$ cat src/rtl/decoder_pkg.sv
// rtl/decoder_pkg.sv - shared FSM type, counter width and one-hot helper for decoder_scan
package decoder_pkg;

    typedef enum logic [1:0] {
        ST_IDLE,
        ST_DIRECT,
        ST_SCAN
    } state_t;

    localparam int CNT_W     = 16;
    localparam int MAX_SEL_W = 8;
    localparam int MAX_OUT_W = 2 ** MAX_SEL_W;

    // Callers cast the result down to their own 2**SEL_W output width.
    function automatic logic [MAX_OUT_W-1:0] onehot(input logic [MAX_SEL_W-1:0] idx);
        logic [MAX_OUT_W-1:0] v;
        v      = '0;
        v[idx] = 1'b1;
        return v;
    endfunction

endpackage

$ cat src/rtl/decoder_scan_dwell_counter.sv
// rtl/decoder_scan_dwell_counter.sv - dwell counter with enable, clear and terminal-count pulse
module dwell_counter #(
    parameter int CNT_W = 16,
    parameter int DWELL = 4
) (
    input  logic i_clk,
    input  logic i_rst,
    input  logic i_en,
    input  logic i_clr,
    output logic o_tc
);

    localparam logic [CNT_W-1:0] LAST = CNT_W'(DWELL - 1);

    logic [CNT_W-1:0] r_cnt;

    assign o_tc = i_en && (r_cnt == LAST);

    always_ff @(posedge i_clk) begin
        if (i_rst || i_clr) begin
            r_cnt <= '0;
        end else if (i_en) begin
            r_cnt <= o_tc ? '0 : r_cnt + 1'b1;
        end
    end

endmodule

$ cat src/rtl/decoder_scan.sv
// rtl/decoder_scan.sv - registered one-hot decoder with handshaked direct mode and timed auto-scan
module decoder_scan
    import decoder_pkg::*;
#(
    parameter int SEL_W      = 2,
    parameter int DWELL      = 4,
    parameter bit ACTIVE_LOW = 1'b0
) (
    input  logic                i_clk,
    input  logic                i_rst,
    input  logic                i_en,
    input  logic                i_mode,
    input  logic                i_sel_valid,
    input  logic [SEL_W-1:0]    i_sel,
    output logic                o_sel_ready,
    output logic [2**SEL_W-1:0] o_y,
    output logic [SEL_W-1:0]    o_cur_idx,
    output logic                o_wrap
);

    localparam int               OUT_W   = 2 ** SEL_W;
    localparam logic [OUT_W-1:0] Y_IDLE  = {OUT_W{ACTIVE_LOW}};
    localparam logic [SEL_W-1:0] IDX_MAX = '1;

    state_t           r_state, w_state_nxt;
    logic [SEL_W-1:0] r_cur_idx, w_idx_nxt;
    logic [OUT_W-1:0] r_y, w_dec;
    logic             r_wrap;
    logic             w_accept, w_cnt_en, w_cnt_clr, w_tc;

    assign o_sel_ready = ~i_mode;
    assign w_accept    = i_sel_valid & ~i_mode;
    // Counter only runs while actually scanning; any other state keeps it cleared
    // so a fresh scan always starts a full dwell from the current index.
    assign w_cnt_en    = i_en & i_mode & (r_state == ST_SCAN);
    assign w_cnt_clr   = (r_state != ST_SCAN);

    dwell_counter #(
        .CNT_W(CNT_W),
        .DWELL(DWELL)
    ) u_dwell (
        .i_clk(i_clk),
        .i_rst(i_rst),
        .i_en (w_cnt_en),
        .i_clr(w_cnt_clr),
        .o_tc (w_tc)
    );

    always_comb begin
        w_state_nxt = r_state;
        w_idx_nxt   = r_cur_idx;
        // Handshakes load an index even while blanked; mode changes wait for en.
        if (w_accept && r_state == ST_IDLE) begin
            w_state_nxt = ST_DIRECT;
        end
        if (i_en) begin
            if (i_mode) begin
                w_state_nxt = ST_SCAN;
            end else if (r_state == ST_SCAN) begin
                w_state_nxt = ST_DIRECT;
            end
        end
        if (w_accept) begin
            w_idx_nxt = i_sel;
        end else if (w_tc) begin
            w_idx_nxt = r_cur_idx + 1'b1;
        end
        w_dec = OUT_W'(onehot(MAX_SEL_W'(w_idx_nxt)));
    end

    always_ff @(posedge i_clk) begin
        if (i_rst) begin
            r_state   <= ST_IDLE;
            r_cur_idx <= '0;
            r_y       <= Y_IDLE;
            r_wrap    <= 1'b0;
        end else begin
            r_state   <= w_state_nxt;
            r_cur_idx <= w_idx_nxt;
            r_wrap    <= w_tc && (r_cur_idx == IDX_MAX);
            if (!i_en || w_state_nxt == ST_IDLE) begin
                r_y <= Y_IDLE;
            end else begin
                r_y <= ACTIVE_LOW ? ~w_dec : w_dec;
            end
        end
    end

    assign o_y       = r_y;
    assign o_cur_idx = r_cur_idx;
    assign o_wrap    = r_wrap;

endmodule

$ cat config.mk
export PLATFORM = sky130hd
export DESIGN_NAME = decoder_scan
export DESIGN_NICKNAME = d
export VERILOG_FILES = /design/src/rtl/decoder_pkg.sv /design/src/rtl/decoder_scan_dwell_counter.sv /design/src/rtl/decoder_scan.sv
export SDC_FILE = /design/constraint.sdc
export NUM_CORES = 1
export LEC_CHECK = 0
export BUFFER_PORTS_ARGS = -buffer_cell sky130_fd_sc_hd__buf_2
export CAP_MARGIN = 0
export CELL_PAD_IN_SITES_DETAIL_PLACEMENT = 2
export CELL_PAD_IN_SITES_GLOBAL_PLACEMENT = 2
export CORE_MARGIN = 10
export CORE_UTILIZATION = 31
export CTS_CLUSTER_DIAMETER = 60
export DETAILED_ROUTE_END_ITERATION = 12
export PLACE_DENSITY_LB_ADDON = 0.1
export SYNTH_ARGS = -nofsm -noshare
export SYNTH_HDL_FRONTEND = slang
export SYNTH_HIERARCHICAL = 1
export SYNTH_SLANG_ARGS = --single-unit
$ cat constraint.sdc
create_clock -name i_clk -period 5.15 [get_ports i_clk]
set_input_delay 0.7725 -clock i_clk [delete_from_list [all_inputs] [get_ports i_clk]]
set_output_delay 0.7725 -clock i_clk [all_outputs]
set_load 0.01 [all_outputs]
# == Word-level counts from Yosys, hierarchy flattened ==
# Cells that the tools add are included.
# word_totals
ff_bits,25
input_bits,7
output_inout_bits,8
wordCells,36
# op_classes
addsub,2
order_cmp,2
eq_ne,4
muxes,9
bitwise_logic,4
n_reduce_logical,10
# op_table
operator,n
adder 16 x 1 -> 16 bit (second input constant),1
equality test 16 x 2 -> 1 bit (second input constant),1
2-to-1 mux 16 bit,1
2-to-1 mux 2 bit,6
< comparator 2 x 9 -> 1 bit (second input constant),1
equality test 2 bit (second input constant),2
logical AND 1 bit,4
logical NOT 2 bit,2
AND 1 bit,3
adder 2 x 1 -> 2 bit (second input constant),1
demux 1 bit (select 2 bit),1
>= comparator 2 x 1 -> 1 bit (second input constant),1
logical OR 1 bit,2
inequality test 2 bit (second input constant),1
OR reduction 2 bit,1
logical NOT 1 bit,1
2-to-1 mux 1 bit,1
NOT 1 bit,1

# == Logic depth before layout (Yosys ltp) ==
# depth
ltp_word,10
mapped_depth,9
ltp_nobuf,8

# == Hierarchy ==
# The synthesis kept the hierarchy.
# modules_own_cells
mod,instances,cells_per_inst,area_per_inst_um2,seq_area_each_um2
dwell_counter,1,88,793.3,320.3
decoder_scan,1,36,381.6,180.2

# == Worst setup path after synthesis ==
# OpenSTA, ideal clock, no wires.
# synth_timing
path_kind,input to register
from,input port i_en
to,register r_y[1] (netlist: o_y[1])
setup_ps,80
t_arrival_ps,2237
required_ps,5070
slack_ps,2833
path_stages,9
path_buffers,1
path_cell_list,nand2_1 nor2_1 buf_2 and4bb_2 nand4_1 inv_1 mux2_4 mux2i_4 nor3b_1
# synth_via
elab_chain_len,9
word_cells_on_any_way,15
classes_between,order compare: 2; mux: 5; bitwise: 2; reduce/logical: 6
# synth_rtl
element,line_no,rtl
start: declaration,decoder_scan.sv:11,"input logic i_en,"
AND 1 bit * (2 in a row),decoder_scan.sv:35,assign w_cnt_en = i_en & i_mode & (r_state == ST_SCAN);
via w_cnt_en,decoder_scan.sv:29,"logic w_accept, w_cnt_en, w_cnt_clr, w_tc;"
logical AND 1 bit *,decoder_scan_dwell_counter.sv:17,assign o_tc = i_en && (r_cnt == LAST);
via w_tc,decoder_scan.sv:29,
2-to-1 mux 2 bit *,decoder_scan.sv:65,end else if (w_tc) begin
2-to-1 mux 2 bit *,decoder_scan.sv:63,if (w_accept) begin
< comparator 2 x 9 -> 1 bit (not written as such) or >= comparator 2 x 1 -> 1 bit (tied branches),decoder_pkg.sv:18,v[idx] = 1'b1;
logical AND 1 bit (not written as such),decoder_pkg.sv:18,
2-to-1 mux 1 bit (not written as such),decoder_pkg.sv:18,
demux 1 bit (select 2 bit) *,decoder_pkg.sv:18,
end signal: assignment,decoder_scan.sv:84,r_y <= ACTIVE_LOW ? ~w_dec : w_dec;
end: declaration,decoder_scan.sv:27,"logic [OUT_W-1:0] r_y, w_dec;"
# Mark *: on every way through the listed nets, which the timed path passes. The rest lies on a longest branch.
# A chain may end at the register's enable or synchronous reset.

# == Final worst setup path ==
# layout_timing
from,input port i_mode
to,register r_y[1] (netlist: o_y[1])
# layout_via
word_cells_on_any_way,20
classes_between,order compare: 2; mux: 8; bitwise: 4; reduce/logical: 6
# layout_lines
element,line_no,rtl
start: declaration,decoder_scan.sv:12,"input logic i_mode,"
AND 1 bit * (2 in a row),decoder_scan.sv:35,
via w_cnt_en,decoder_scan.sv:29,
logical AND 1 bit *,decoder_scan_dwell_counter.sv:17,
via w_tc,decoder_scan.sv:29,
2-to-1 mux 2 bit *,decoder_scan.sv:65,
2-to-1 mux 2 bit *,decoder_scan.sv:63,
< comparator 2 x 9 -> 1 bit (not written as such) or >= comparator 2 x 1 -> 1 bit (tied branches),decoder_pkg.sv:18,
logical AND 1 bit (not written as such),decoder_pkg.sv:18,
2-to-1 mux 1 bit (not written as such),decoder_pkg.sv:18,
demux 1 bit (select 2 bit) *,decoder_pkg.sv:18,
# Marked as above.

==> metrics.csv <==
metric,value,unit
timing.setup.critical_path_class,in2reg,
min_tclk_post_route,2610,ps
h-tree-depth,1,
detailroute.wirelength.met2,1560,um
detailroute.via_count,937,
setup_slack,2540,ps
n_fill_cell,410,
setup_viol_count_final,0,
worst_path_dominant_cell_family,simple AND/OR/NAND/NOR gates,
yosysUniqueCellTypes,37,
mappedNetlistArea,1170,um2
min-delay-start,u_dwell/r_cnt[15],
worst_ep_arrival_time,2820,ps
grtUsageTotal,9.38,%
route.met3.wl,124,um
met1_wire_length,1200,um
grt_start_max_net_pins,16,
slew_of_the_pin_with_the_lowest_slew_margin,576,ps
remaining_number_of_nets_flagged_by_the_antenna_check_after_routing,0,
result_of_the_run,"complete, no violations",
power.leakage,0.504,nW
final_min_period_over_clock_period,50.7,%
sequential_cell_area_fraction_in_the_yosys_report,42.6,%
io_pins,15,
maxClockFrequency,383,MHz
synthesis.yosys.warnings,6,
clockRootBuffer,sky130_fd_sc_hd__clkbuf_8,
crit_chain,buf_2 > nand2_1 > nor2_1 > and4bb_2 > nand4_1 > inv_1 > mux2_4 > mux2i_4 > nor3b_1,
hold_path.class,reg2reg,
drt_iter0_markers,17,
num_antenna_cells,0,
ctsLongestPathBuffers,2,
route.detailed.wl_per_inst,15.5,um
cts_tree,built,
syn_to_final_growth,13.4,%
timing.clock.skew,3.65,ps
rr_startpoint,r_state[0],
globalplace.congestion,0.738,
kind_of_end_point_of_the_critical_path,flip-flop,
first_global_vias,1052,
crit_path_max_incr_delay,460,ps
synth_top_area_cell,sky130_fd_sc_hd__dfxtp_1,
hpwl,2320,um
worstPathRequired,5360,ps
rsz0062_at_grt,no,
drive_above_1_share,20.1,%
cts_num_sinks,25,
syn_inst,124,
number_of_antenna_violations_at_the_first_check_in_global_routing,0,
drcViolationCount,0,
die_w,81.6,um
hold_buffers,0,
top_fanout_value_on_the_critical_path,10,
via_per_inst,5.01,
globalRouteOverflowTotal,0,
path_buf_inv,2,
die_h,81.6,um
vdd_drop_max,0.0891,mV
hold_violations,0,
ys_top_cells_by_area,"sky130_fd_sc_hd__dfxtp_1, sky130_fd_sc_hd__nor2_1, sky130_fd_sc_hd__xnor2_1",
cts_buf_count,3,
place_worst_setup_slack,2200,ps
top_signal_layer_used,met4,
startpoint_type,input port,
worst_setup_path_startpoint,i_mode,
grt_pass1_wl,4920,um
core.rowCount,22,
synthDominantCellAreaShare,42.6,%
synth_nets,133,
post_cts.resized_instances,0,
final-max-slew-violation-count,0,
wirelength,2910,um
first_pass_iters,4,
initial_utilization,32.1,%
design.core.area,3660,um2
max_cap_viol_count,0,
number_of_nets_in_the_finished_design,149,
synth.avg_cell_area,9.47,um2
critical_path.slowest_cell,sky130_fd_sc_hd__nor2_1,
power-per-cell-area,259,nW/um2
port_buffers,14,
post_synthesis_register_bit_count,25,
totalNegativeSetupSlack,0,ps
clkTransAtPathRegs,100,ps
worstSkewPairLatency,280,ps
cts_setup_buffers,0,
die_area,6650,um2
timing.max_slew.rel_slack,61.5,%
cell type report:
class,instances,area (um2),share of cell area [%]
clock buffer,3,41.3,3.10
clock inverter,1,7.51,0.563
inverter,4,15.0,1.13
multi-input combinational,92,638,47.9
sequential,25,500,37.6
tap,48,60.1,4.51
timing repair buffer,14,70.1,5.26
cell usage in the layout, fill, tap and decap left out, drive strengths merged:
cell type	count
clkinvlp	1
inv	4
a21oi	2
mux2	2
nor3b	2
ha	2
nand2	7
and3	1
o21ai	1
clkbuf	3
and4bb	1
nand3	5
xnor2	7
nand3b	1
dfxtp	25
nand4	7
mux2i	2
nor2	20
nor4	6
o31ai	1
xor2	7
nand2b	3
or4	2
and4	3
nor2b	2
or2	1
nor3	4
a31oi	1
buf	14
a22oi	1
a21boi	1
sequential cells by signal, summed over array words and instances (netlist names):
| signal | flops |
|---|---|
| o_wrap | 1 |
| u_dwell/r_cnt | 16 |
| o_y | 4 |
| o_cur_idx | 2 |
| r_state | 2 |
layer usage:
| metal | up-vias | global-route usage, % |
|---|---|---|
| met2 | 12 | 17.1 |
| li1 | 465 | - |
| met4 | 0 | 3.63 |
| met1 | 458 | 9.77 |
| met3 | 2 | 3.06 |
| met5 | - | 0 |
worst register-to-register path: stages (launching register included):
cell	delay, ps
sky130_fd_sc_hd__dfxtp_1	350
sky130_fd_sc_hd__nand2b_1	180
sky130_fd_sc_hd__nor2_1	480
sky130_fd_sc_hd__and4bb_2	300
sky130_fd_sc_hd__nand4_1	180
sky130_fd_sc_hd__inv_1	190
sky130_fd_sc_hd__mux2_4	330
sky130_fd_sc_hd__mux2i_4	190
sky130_fd_sc_hd__nor3b_1	190
power by group:
part / switching [W] / internal [W]
Sequential: 0.00000201 / 0.000196
Combinational: 0.0000120 / 0.00000992
Clock: 0.0000706 / 0.0000550
cells by family (layout without fill, tap and decap cells):
family | count (synthesis) | count (layout) | synth area share [%]
AO/OA/AOI/OAI | 7 | 7 | 3.73
XOR/XNOR | 14 | 14 | 10.4
adder cells (fa/ha/maj) | 2 | 2 | 2.13
buffers and inverters | 7 | 22 | 3.09
flip-flops | 25 | 25 | 42.6
multiplexers | 4 | 4 | 5.00
AND/OR/NAND/NOR | 65 | 65 | 33.0
stage by stage:
step | power, W | util, % | std cells | hold WS, ps | cell area (um2)
after floorplan | 0.000215 | - | 124 | 452 | 1170
after global placement | 0.000224 | 35.1 | 183 | 464 | 1280
after detailed placement | 0.000225 | 35.1 | 183 | 485 | 1280
after CTS | 0.000352 | 36.4 | 187 | 499 | 1330
after global routing | 0.000362 | 36.4 | 187 | 546 | 1330
final | 0.000345 | 36.4 | 187 | 493 | 1330
cell usage after synthesis:
cell type and instances:
sky130_fd_sc_hd__xor2_1 7, sky130_fd_sc_hd__and3_1 1, sky130_fd_sc_hd__or4_4 1, sky130_fd_sc_hd__nand3_1 5, sky130_fd_sc_hd__nand2_1 7, sky130_fd_sc_hd__nor2b_1 2
sky130_fd_sc_hd__buf_6 1, sky130_fd_sc_hd__inv_1 4, sky130_fd_sc_hd__mux2_4 1, sky130_fd_sc_hd__mux2i_1 1, sky130_fd_sc_hd__a31oi_1 1, sky130_fd_sc_hd__and4_1 2
sky130_fd_sc_hd__nand3b_1 1, sky130_fd_sc_hd__a22oi_1 1, sky130_fd_sc_hd__o21ai_0 1, sky130_fd_sc_hd__nor2_1 20, sky130_fd_sc_hd__nor3_1 4, sky130_fd_sc_hd__nor4_1 6
sky130_fd_sc_hd__or2_0 1, sky130_fd_sc_hd__a21oi_1 2, sky130_fd_sc_hd__nand4_1 4, sky130_fd_sc_hd__mux2i_4 1, sky130_fd_sc_hd__and4bb_2 1, sky130_fd_sc_hd__nor3b_1 2
sky130_fd_sc_hd__nand2b_4 1, sky130_fd_sc_hd__mux2_2 1, sky130_fd_sc_hd__nand2b_1 2, sky130_fd_sc_hd__nand4_2 2, sky130_fd_sc_hd__ha_1 2, sky130_fd_sc_hd__o31ai_1 1
sky130_fd_sc_hd__a21boi_0 1, sky130_fd_sc_hd__nand4_4 1, sky130_fd_sc_hd__and4_2 1, sky130_fd_sc_hd__buf_2 2, sky130_fd_sc_hd__dfxtp_1 25, sky130_fd_sc_hd__or4_1 1
sky130_fd_sc_hd__xnor2_1 7
final timing paths:
check                                    endpoint  slack [ps]  cells after the start
worst min-delay path            u_dwell/r_cnt[15]         490                      2
worst max register to register             o_y[1]        2700                      8
worst min register to register  u_dwell/r_cnt[15]         490                      2
worst max-delay path                       o_y[1]        2540                      9
Note: power is estimated with default switching activity, not from simulation.
